<file path="src/rtl/affine_alu_seq_if.sv">
// ALU ownership bus between the affine sequencer (master) and the shared
// picoMIPS ALU with its arbiter (slave).
//
// Handshake: alu_req acts as valid and alu_gnt as ready. An operation
// transfers on a rising clk edge where both are high. While alu_req is high
// and alu_gnt is low, alu_a/alu_b/alu_func must hold steady. alu_result and
// alu_zero are combinational functions of the operands and are sampled on
// the transferring edge.
interface affine_alu_seq_if #(
  parameter int n = 8
);
  logic         alu_req;
  logic         alu_gnt;
  logic [n-1:0] alu_a;
  logic [n-1:0] alu_b;
  logic [2:0]   alu_func;
  logic [n-1:0] alu_result;
  logic         alu_zero;

  modport master (
    output alu_req, alu_a, alu_b, alu_func,
    input  alu_gnt, alu_result, alu_zero
  );

  modport slave (
    input  alu_req, alu_a, alu_b, alu_func,
    output alu_gnt, alu_result, alu_zero
  );
endinterface

</file>
<file path="src/rtl/affine_alu_seq.sv">
// Multi-cycle affine transform sequencer on the shared ALU:
//   x' = c0*x + c1*y + e0,  y' = c2*x + c3*y + e1  (coefficients Q1.7).
// One ALU operation per granted cycle; the result is captured on that edge.
module affine_alu_seq #(
  parameter int n = 8
) (
  input  logic                clk,
  input  logic                nreset,
  input  logic                start,
  input  logic [n-1:0]        x_in,
  input  logic [n-1:0]        y_in,
  input  logic [n-1:0]        c0,
  input  logic [n-1:0]        c1,
  input  logic [n-1:0]        c2,
  input  logic [n-1:0]        c3,
  input  logic [n-1:0]        e0,
  input  logic [n-1:0]        e1,
  output logic                busy,
  output logic                done,
  output logic [n-1:0]        x_out,
  output logic [n-1:0]        y_out,
  output logic                x_zero,
  output logic                y_zero,
  affine_alu_seq_if.master    alu,
  output logic [1:0]          dbg_state,
  output logic [2:0]          dbg_step
);

  // ALU function codes (picoMIPS alucodes encoding)
  localparam logic [2:0] RADD = 3'b010;
  localparam logic [2:0] RMUL = 3'b111;

  typedef enum logic [1:0] {
    IDLE = 2'd0,
    RUN  = 2'd1,
    DONE = 2'd2
  } state_t;

  state_t       state, state_nx;
  logic [2:0]   step;
  logic [n-1:0] x_r, y_r, c0_r, c1_r, c2_r, c3_r, e0_r, e1_r;
  logic [n-1:0] acc, tmp;
  logic [n-1:0] x_stage;
  logic         xz_stage;
  logic         fire;

  // An operation completes on edges where we own the ALU and it is granted
  assign fire      = (state == RUN) && alu.alu_gnt;
  assign dbg_state = state;
  assign dbg_step  = step;

  // State register
  always_ff @(posedge clk or negedge nreset) begin
    if (!nreset) state <= IDLE;
    else         state <= state_nx;
  end

  // Next state, status outputs and step-decoded ALU operands
  always_comb begin
    state_nx     = state;
    busy         = 1'b0;
    done         = 1'b0;
    alu.alu_req  = 1'b0;
    alu.alu_a    = '0;
    alu.alu_b    = '0;
    alu.alu_func = RADD;
    unique case (state)
      IDLE: begin
        if (start) state_nx = RUN;
      end
      RUN: begin
        busy        = 1'b1;
        alu.alu_req = 1'b1;
        unique case (step)
          3'd0: begin alu.alu_a = c0_r; alu.alu_b = x_r;  alu.alu_func = RMUL; end
          3'd1: begin alu.alu_a = c1_r; alu.alu_b = y_r;  alu.alu_func = RMUL; end
          3'd2: begin alu.alu_a = acc;  alu.alu_b = tmp;  alu.alu_func = RADD; end
          3'd3: begin alu.alu_a = acc;  alu.alu_b = e0_r; alu.alu_func = RADD; end
          3'd4: begin alu.alu_a = c2_r; alu.alu_b = x_r;  alu.alu_func = RMUL; end
          3'd5: begin alu.alu_a = c3_r; alu.alu_b = y_r;  alu.alu_func = RMUL; end
          3'd6: begin alu.alu_a = acc;  alu.alu_b = tmp;  alu.alu_func = RADD; end
          default: begin alu.alu_a = acc; alu.alu_b = e1_r; alu.alu_func = RADD; end
        endcase
        if (alu.alu_gnt && step == 3'd7) state_nx = DONE;
      end
      DONE: begin
        busy     = 1'b1;
        done     = 1'b1;
        state_nx = IDLE;
      end
      default: state_nx = IDLE;
    endcase
  end

  // Operand latching on start, result capture on granted edges
  always_ff @(posedge clk or negedge nreset) begin
    if (!nreset) begin
      step     <= '0;
      x_r      <= '0;
      y_r      <= '0;
      c0_r     <= '0;
      c1_r     <= '0;
      c2_r     <= '0;
      c3_r     <= '0;
      e0_r     <= '0;
      e1_r     <= '0;
      acc      <= '0;
      tmp      <= '0;
      x_stage  <= '0;
      xz_stage <= 1'b0;
      x_out    <= '0;
      y_out    <= '0;
      x_zero   <= 1'b0;
      y_zero   <= 1'b0;
    end else if (state == IDLE && start) begin
      step <= '0;
      x_r  <= x_in;
      y_r  <= y_in;
      c0_r <= c0;
      c1_r <= c1;
      c2_r <= c2;
      c3_r <= c3;
      e0_r <= e0;
      e1_r <= e1;
    end else if (fire) begin
      step <= step + 3'd1;
      unique case (step)
        3'd0, 3'd2, 3'd4, 3'd6: acc <= alu.alu_result;
        3'd1, 3'd5:             tmp <= alu.alu_result;
        3'd3: begin
          // x result waits here so both outputs change on the same edge
          x_stage  <= alu.alu_result;
          xz_stage <= alu.alu_zero;
        end
        default: begin
          x_out  <= x_stage;
          x_zero <= xz_stage;
          y_out  <= alu.alu_result;
          y_zero <= alu.alu_zero;
        end
      endcase
    end
  end

endmodule

</file>
<file path="src/flat_wrapper.sv">
// flat-port wrapper written by rule: the top's interface ports become plain ports
module affine_alu_seq_flat 
#(
  parameter int n = 8
)
  (clk, nreset, start, x_in, y_in, c0, c1, c2, c3, e0, e1, busy, done, x_out, y_out, x_zero, y_zero, dbg_state, dbg_step, alu_alu_req, alu_alu_a, alu_alu_b, alu_alu_func, alu_alu_gnt, alu_alu_result, alu_alu_zero);
  affine_alu_seq_if #(.n(n)) alu_i ();
  input  logic clk;
  input  logic nreset;
  input  logic start;
  input  logic [n-1:0] x_in;
  input  logic [n-1:0] y_in;
  input  logic [n-1:0] c0;
  input  logic [n-1:0] c1;
  input  logic [n-1:0] c2;
  input  logic [n-1:0] c3;
  input  logic [n-1:0] e0;
  input  logic [n-1:0] e1;
  output logic busy;
  output logic done;
  output logic [n-1:0] x_out;
  output logic [n-1:0] y_out;
  output logic x_zero;
  output logic y_zero;
  output logic [1:0] dbg_state;
  output logic [2:0] dbg_step;
  output wire logic [$bits(alu_i.alu_req)-1:0] alu_alu_req;
  output wire logic [$bits(alu_i.alu_a)-1:0] alu_alu_a;
  output wire logic [$bits(alu_i.alu_b)-1:0] alu_alu_b;
  output wire logic [$bits(alu_i.alu_func)-1:0] alu_alu_func;
  input wire logic [$bits(alu_i.alu_gnt)-1:0] alu_alu_gnt;
  input wire logic [$bits(alu_i.alu_result)-1:0] alu_alu_result;
  input wire logic [$bits(alu_i.alu_zero)-1:0] alu_alu_zero;
  assign alu_alu_req = alu_i.alu_req;
  assign alu_alu_a = alu_i.alu_a;
  assign alu_alu_b = alu_i.alu_b;
  assign alu_alu_func = alu_i.alu_func;
  assign alu_i.alu_gnt = alu_alu_gnt;
  assign alu_i.alu_result = alu_alu_result;
  assign alu_i.alu_zero = alu_alu_zero;
  affine_alu_seq #(.n(n)) u_core (.clk(clk), .nreset(nreset), .start(start), .x_in(x_in), .y_in(y_in), .c0(c0), .c1(c1), .c2(c2), .c3(c3), .e0(e0), .e1(e1), .busy(busy), .done(done), .x_out(x_out), .y_out(y_out), .x_zero(x_zero), .y_zero(y_zero), .alu(alu_i), .dbg_state(dbg_state), .dbg_step(dbg_step));
endmodule
</file>
<file path="config.mk">
export PLATFORM = sky130hd
export DESIGN_NAME = affine_alu_seq_flat
export DESIGN_NICKNAME = d
export VERILOG_FILES = /design/src/rtl/affine_alu_seq_if.sv /design/src/rtl/affine_alu_seq.sv /design/src/flat_wrapper.sv
export SDC_FILE = /design/constraint.sdc
export NUM_CORES = 1
export LEC_CHECK = 0
export BUFFER_PORTS_ARGS = -buffer_cell sky130_fd_sc_hd__buf_2
export CAP_MARGIN = 5
export CORE_ASPECT_RATIO = 0.8
export CORE_MARGIN = 2
export CORE_UTILIZATION = 48
export CTS_CLUSTER_SIZE = 14
export DETAILED_ROUTE_END_ITERATION = 8
export PLACE_DENSITY_LB_ADDON = 0.2
export SLEW_MARGIN = 30
export SYNTH_ARGS = -nofsm -noshare
export SYNTH_HDL_FRONTEND = slang
export SYNTH_SLANG_ARGS = --single-unit
export TNS_END_PERCENT = 50
</file>
<file path="constraint.sdc">
create_clock -name clk -period 1.9 [get_ports clk]
set_input_delay 0.285 -clock clk [delete_from_list [all_inputs] [get_ports clk]]
set_output_delay 0.285 -clock clk [all_outputs]
set_load 0.005 [all_outputs]
</file>
Word level (Yosys, flattened, before mapping)

Cells that the tools add are included.
Widths: inputs -> output; s select.

Word-level logic and storage cells: 64
Register bits: 112
Bits of input ports: 77
Output and inout port bits: 45

Equal/unequal tests: 11
Reductions and logical operators: 18
Mux-type cells: 14
Bitwise gates (word level): 2
$add $sub $neg: 1

Operators with widths:

| operator            | number |
|---|---|
| $pmux 8 s4          | 2 |
| $mux 8              | 2 |
| $eq 3x3->1 const B  | 4 |
| $mux 3              | 4 |
| $reduce_and 3->1    | 4 |
| $reduce_or 2->1     | 4 |
| $reduce_or 4->1     | 2 |
| $reduce_or 7->1     | 1 |
| $eq 3x2->1 const B  | 2 |
| $mux 2              | 2 |
| $ne 2x2->1 const B  | 2 |
| $pmux 2 s2          | 1 |
| $add 3x1->3 const B | 1 |
| $eq 3x1->1 const B  | 1 |
| $logic_and 1x1->1   | 3 |
| $logic_not 3->1     | 1 |
| $mux 1              | 3 |
| $eq 2x1->1 const B  | 1 |
| $eq 2x2->1 const B  | 1 |
| $logic_not 2->1     | 1 |
| $not 1->1           | 2 |
| $reduce_and 2->1    | 1 |
| $reduce_bool 2->1   | 1 |

Depth between registers and ports, before layout

Depth in word-level cells: 4
Mapped depth: 9
Gate-level depth less buffers: 5

Least setup slack after synthesis

No wires, ideal clock.

Path type: register -> output
Start point: register u_core.step[2], in the netlist u_core.dbg_step[2]
End point: output alu_alu_b[5]
Stages on the path, launching flop included: 10
Data required time: 1.615 ns
Buffers on the path: 4
Arrival time: 1.846 ns
Slack: -0.231 ns
Cells stage by stage: dfrtp_1 -> buf_6 -> buf_2 -> inv_1 -> ha_1 -> or3_1 -> clkbuf_1 -> clkbuf_1 -> o21ai_0 -> a31oi_1

Word-level cells in the longest chain between the ends: 4
Elaborated cells on any way between the ends: 12
Those cells by class: 6 x eq/ne; 2 x mux; 4 x reduce/logical

RTL lines:

| item                                     | line                  | source |
|---|---|---|
| start: declaration                       | affine_alu_seq.sv:40  | `logic [2:0] step;` |
| start signal: assignment                 | affine_alu_seq.sv:126 | `step <= step + 3'd1;` |
| $eq 3x2->1, or another cell as far along | affine_alu_seq.sv:74  | `unique case (step)` |
| $reduce_or 2->1 (no line)                | n/a                   |  |
| $pmux 8 s4 (*)                           | affine_alu_seq.sv:74  |  |
| $mux 8 (*)                               | affine_alu_seq.sv:67  | `unique case (state)` |
| end: declaration                         | flat_wrapper.sv:29    | `output wire logic [$bits(alu_i.alu_b)-1:0] alu_alu_b;` |

Every way passes the cells marked *; elsewhere a longest branch is shown, timed or not.

Worst setup path in the final report

Start point: register u_core.step[1], in the netlist u_core.dbg_step[1]
End point: output alu_alu_b[7]

Same word-level chain as after synthesis.

==> out/summary.log <==
INFO  route          topRoutingLayerUsed=met4
INFO  clock_network  cts-root-to-sink-buffers=2
INFO  timing         layout_worst_path_cycle_share=120%
INFO  placement      dp_hpwl=8160um
INFO  clock_network  h-tree-depth=3
INFO  floorplanning  die-height=96.2um
INFO  clock_network  cts_root_buf=sky130_fd_sc_hd__clkbuf_16
INFO  yosys          netlist_top_cells_area=sky130_fd_sc_hd__dfrtp_1 (55%), sky130_fd_sc_hd__mux2_2 (25%), sky130_fd_sc_hd__a22oi_1 (3.5%)
INFO  pwr            power_leakage=3.19nW
INFO  floorplanning  floorplan.io_pins=122
INFO  global_route   global_route.usage.total=21.6%
INFO  route          first_pass_iters=4
INFO  yosys          adder_cell_share_of_the_synthesized_area=3.44%
INFO  critical_path  crit_arrival=1.99ns
INFO  yosys          syn-mean-instance-area=14.2um^2
INFO  placement      gp_congestion=0.780
INFO  cells_and_area fraction_of_final_layout_cells_with_drive_strength_greater_than_1=68.3%
INFO  timing         maxClockFrequency=0.440GHz
INFO  status         status=finished, violations left
INFO  global_route   grt_start_max_net_pins=67
INFO  yosys          post_synth_instance_area=5100um^2
INFO  yosys          synth_compound_area_share=6.77%
INFO  status         violations_in_the_final_reports=setup timing
INFO  global_route   first_global_vias=3620
INFO  timing         setup_tns=-6.28ns
INFO  yosys          synth_top_family_by_area=multiplexers
INFO  critical_path  cp_max_fo=8
INFO  cells_and_area n_antenna_cell=0
INFO  route          ant_nets=0
INFO  yosys          synth_top_area_share=55.0%
INFO  timing         report.final.slew_viol_count=0
INFO  critical_path  setup.worst_path.end_class=primary output
INFO  clock_network  clk_pin_slew_worst_setup_hold_paths=0.07ns
INFO  timing         layout_setup_ws=-0.373ns
INFO  clock_network  clk_latency=0.35ns
INFO  yosys          number_of_warning_messages_in_the_yosys_log=0
INFO  critical_path  reg2reg_slack=-0.17ns
INFO  route          wl_met2=5490um
INFO  placement      port_buffers=120
INFO  yosys          synth_cells=360
INFO  cells_and_area layout_common_cells=sky130_fd_sc_hd__buf_2 (119), sky130_fd_sc_hd__mux2_2 (112), sky130_fd_sc_hd__dfrtp_1 (111)
INFO  floorplanning  die_w=119um
INFO  worst_hold_path hold_path.class=primary input to flip-flop
INFO  placement      dp_worst_setup_slack=-0.0650ns
INFO  route          detail_route.vias_per_cell=5.29
INFO  critical_path  required=1.62ns
INFO  global_route   grt_pass1_wl=18900um
INFO  critical_path  crit_path_start_kind=flip-flop
INFO  cells_and_area layout.cells.most_common=sky130_fd_sc_hd__buf_2
INFO  timing         finalHoldViolCount=0
INFO  yosys          yosys.area_share.simple=3.12%
INFO  yosys          synth_xor_xnor_area_share=0.172%
INFO  route          routed-via-count=3443
INFO  route          drc_errors=0
INFO  floorplanning  core=10300um^2
INFO  timing         finalWorstPathRequiredPeriod=2.27ns
INFO  yosys          part_of_the_yosys_area_used_for_sequential_elements=55.0%
INFO  route          met3_length=686um
INFO  clock_network  clock_sinks=112
INFO  timing         setup_viol=34
INFO  clock_network  number_of_clock_buffers_inserted_by_tritoncts=9
INFO  route          finalWirelength=12000um
INFO  floorplanning  dieArea=11500um^2
INFO  pwr            power_per_cell_area=1640nW/um^2
INFO  floorplanning  initial_utilization=49.6%
INFO  yosys          synth_fp_nets=451
INFO  yosys          yosys_register_bits=112
INFO  cells_and_area area_growth=33.2%
INFO  timing         grt_setup_unrepaired=yes
INFO  pwr            maximum_vdd_drop=818uV
INFO  global_route   grt-ovfl-total=0
INFO  critical_path  worstSetupPathType=flip-flop to primary output
INFO  cells_and_area layout.nets=597
INFO  yosys          synthMuxAreaShare=28.6%
INFO  run            drv.max_cap_violation_count=0
INFO  yosys          post-synth-top-area-cell=sky130_fd_sc_hd__dfrtp_1
INFO  global_route   antenna_found_initial=0
INFO  clock_network  tritoncts=yes
INFO  cells_and_area layout.core_utilization=66.1%
INFO  route          drt-met1-wl=5670um
INFO  route          post_drt_wl_per_cell=18.4um
INFO  yosys          synth.lib_cells_used.distinct=29
INFO  timing         timing.clock.skew=0.00398ns
INFO  route          drt_iter0_drc=122
INFO  floorplanning  rows=33
registers in the layout, indices dropped and copies added (netlist names):
register          count
u_core.y_r            8
u_core.e0_r           8
u_core.dbg_step       3
u_core.c1_r           8
u_core.x_out          8
u_core.c3_r           8
u_core.x_r            8
u_core.e1_r           8
u_core.x_stage        8
u_core.tmp            8
u_core.acc            8
u_core.x_zero         1
u_core.y_out          8
u_core.xz_stage       1
u_core.c2_r           8
u_core.dbg_state      2
u_core.c0_r           8
u_core.y_zero         1
stage by stage:
stage,cells,hold WS (ns),area (um^2),power (mW)
2_1_floorplan,360,-0.0106,5130,6.83
3_3_place_gp,622,0.140,6030,8.10
3_5_place_dp,622,0.146,6030,8.26
4_1_cts,649,0.155,6680,11.0
5_1_grt,651,0.149,6790,11.8
6_report,651,0.164,6790,11.2
cells by family (layout without fill, tap and decap cells):
group,Yosys count,count (layout)
compound gates,51,51
flops,112,112
fa+ha+maj,14,14
mux,126,126
other cells,1,1
simple gates,27,27
buf+inv,28,179
xor+xnor,1,1
final timing paths:
kind | end | depth (start not counted) | startpoint
setup reg to reg | u_core.x_out[4] | 8 | u_core.dbg_step[1]
max in group asynchronous | u_core.dbg_step[2] | 3 | nreset
min in group asynchronous | u_core.c1_r[3] | 2 | nreset
hold / removal | u_core.c3_r[2] | 2 | c3[2]
setup / recovery | alu_alu_b[7] | 7 | u_core.dbg_step[1]
hold reg to reg | u_core.c1_r[2] | 1 | u_core.c1_r[2]
critical path, cell delays in order (launching register included):
cell	delay, ns
sky130_fd_sc_hd__dfrtp_1	0.42
sky130_fd_sc_hd__ha_2	0.21
sky130_fd_sc_hd__ha_4	0.16
sky130_fd_sc_hd__or3_4	0.36
sky130_fd_sc_hd__buf_12	0.16
sky130_fd_sc_hd__o21ai_4	0.14
sky130_fd_sc_hd__a31oi_4	0.04
sky130_fd_sc_hd__buf_2	0.14
what timing repair did:
action,CTS,global route
pin swaps,14,13
buffers inserted,7,3
gates resized for setup,65,23
hold buffers,1,0
gates cloned,3,2
endpoints found under the hold margin,11,0
endpoints found under the setup margin,31,49
cell type report:
| type | instances | area [um^2] |
|---|---|---|
| clock inverters | 6 | 91.3 |
| fillers | 770 | 3490 |
| repair buffers | 158 | 1060 |
| clock buffers | 10 | 239 |
| well taps | 140 | 175 |
| multi-input cells | 220 | 2400 |
| inverters | 5 | 21.3 |
| flip-flops and latches | 112 | 2800 |
power by group:
group	internal (mW)	switching, mW
clock network	1.20	0.868
registers	3.58	0.709
logic	2.78	2.03
metal layers:
metal	up-vias	GRT usage, %
met5	-	0
met4	0	5.06
met3	11	5.92
met2	94	34.8
met1	1745	29.4
li1	1593	-
cells in the mapped netlist:
library cell                 n
sky130_fd_sc_hd__dfrtp_1   112
sky130_fd_sc_hd__a31oi_1     8
sky130_fd_sc_hd__ha_1       14
sky130_fd_sc_hd__buf_4       3
sky130_fd_sc_hd__nand2_1    13
sky130_fd_sc_hd__conb_1      1
sky130_fd_sc_hd__or3_1       1
sky130_fd_sc_hd__clkbuf_1    6
sky130_fd_sc_hd__or2_2       1
sky130_fd_sc_hd__a21oi_1     3
sky130_fd_sc_hd__nor2b_1     2
sky130_fd_sc_hd__mux2_2    115
sky130_fd_sc_hd__nor3_4      1
sky130_fd_sc_hd__nand3_1     1
sky130_fd_sc_hd__buf_1       1
sky130_fd_sc_hd__a22oi_1    24
sky130_fd_sc_hd__inv_1       5
sky130_fd_sc_hd__buf_6       2
sky130_fd_sc_hd__buf_2      11
sky130_fd_sc_hd__a21boi_0    8
sky130_fd_sc_hd__nand4_1     2
sky130_fd_sc_hd__nor3_2      1
sky130_fd_sc_hd__xnor2_1     1
sky130_fd_sc_hd__o21ai_0     8
sky130_fd_sc_hd__nand4b_4    1
sky130_fd_sc_hd__mux2_4     10
sky130_fd_sc_hd__nor2_1      3
sky130_fd_sc_hd__mux2i_2     1
sky130_fd_sc_hd__and2_1      1
No activity file was read; power rests on OpenSTA's default activity.
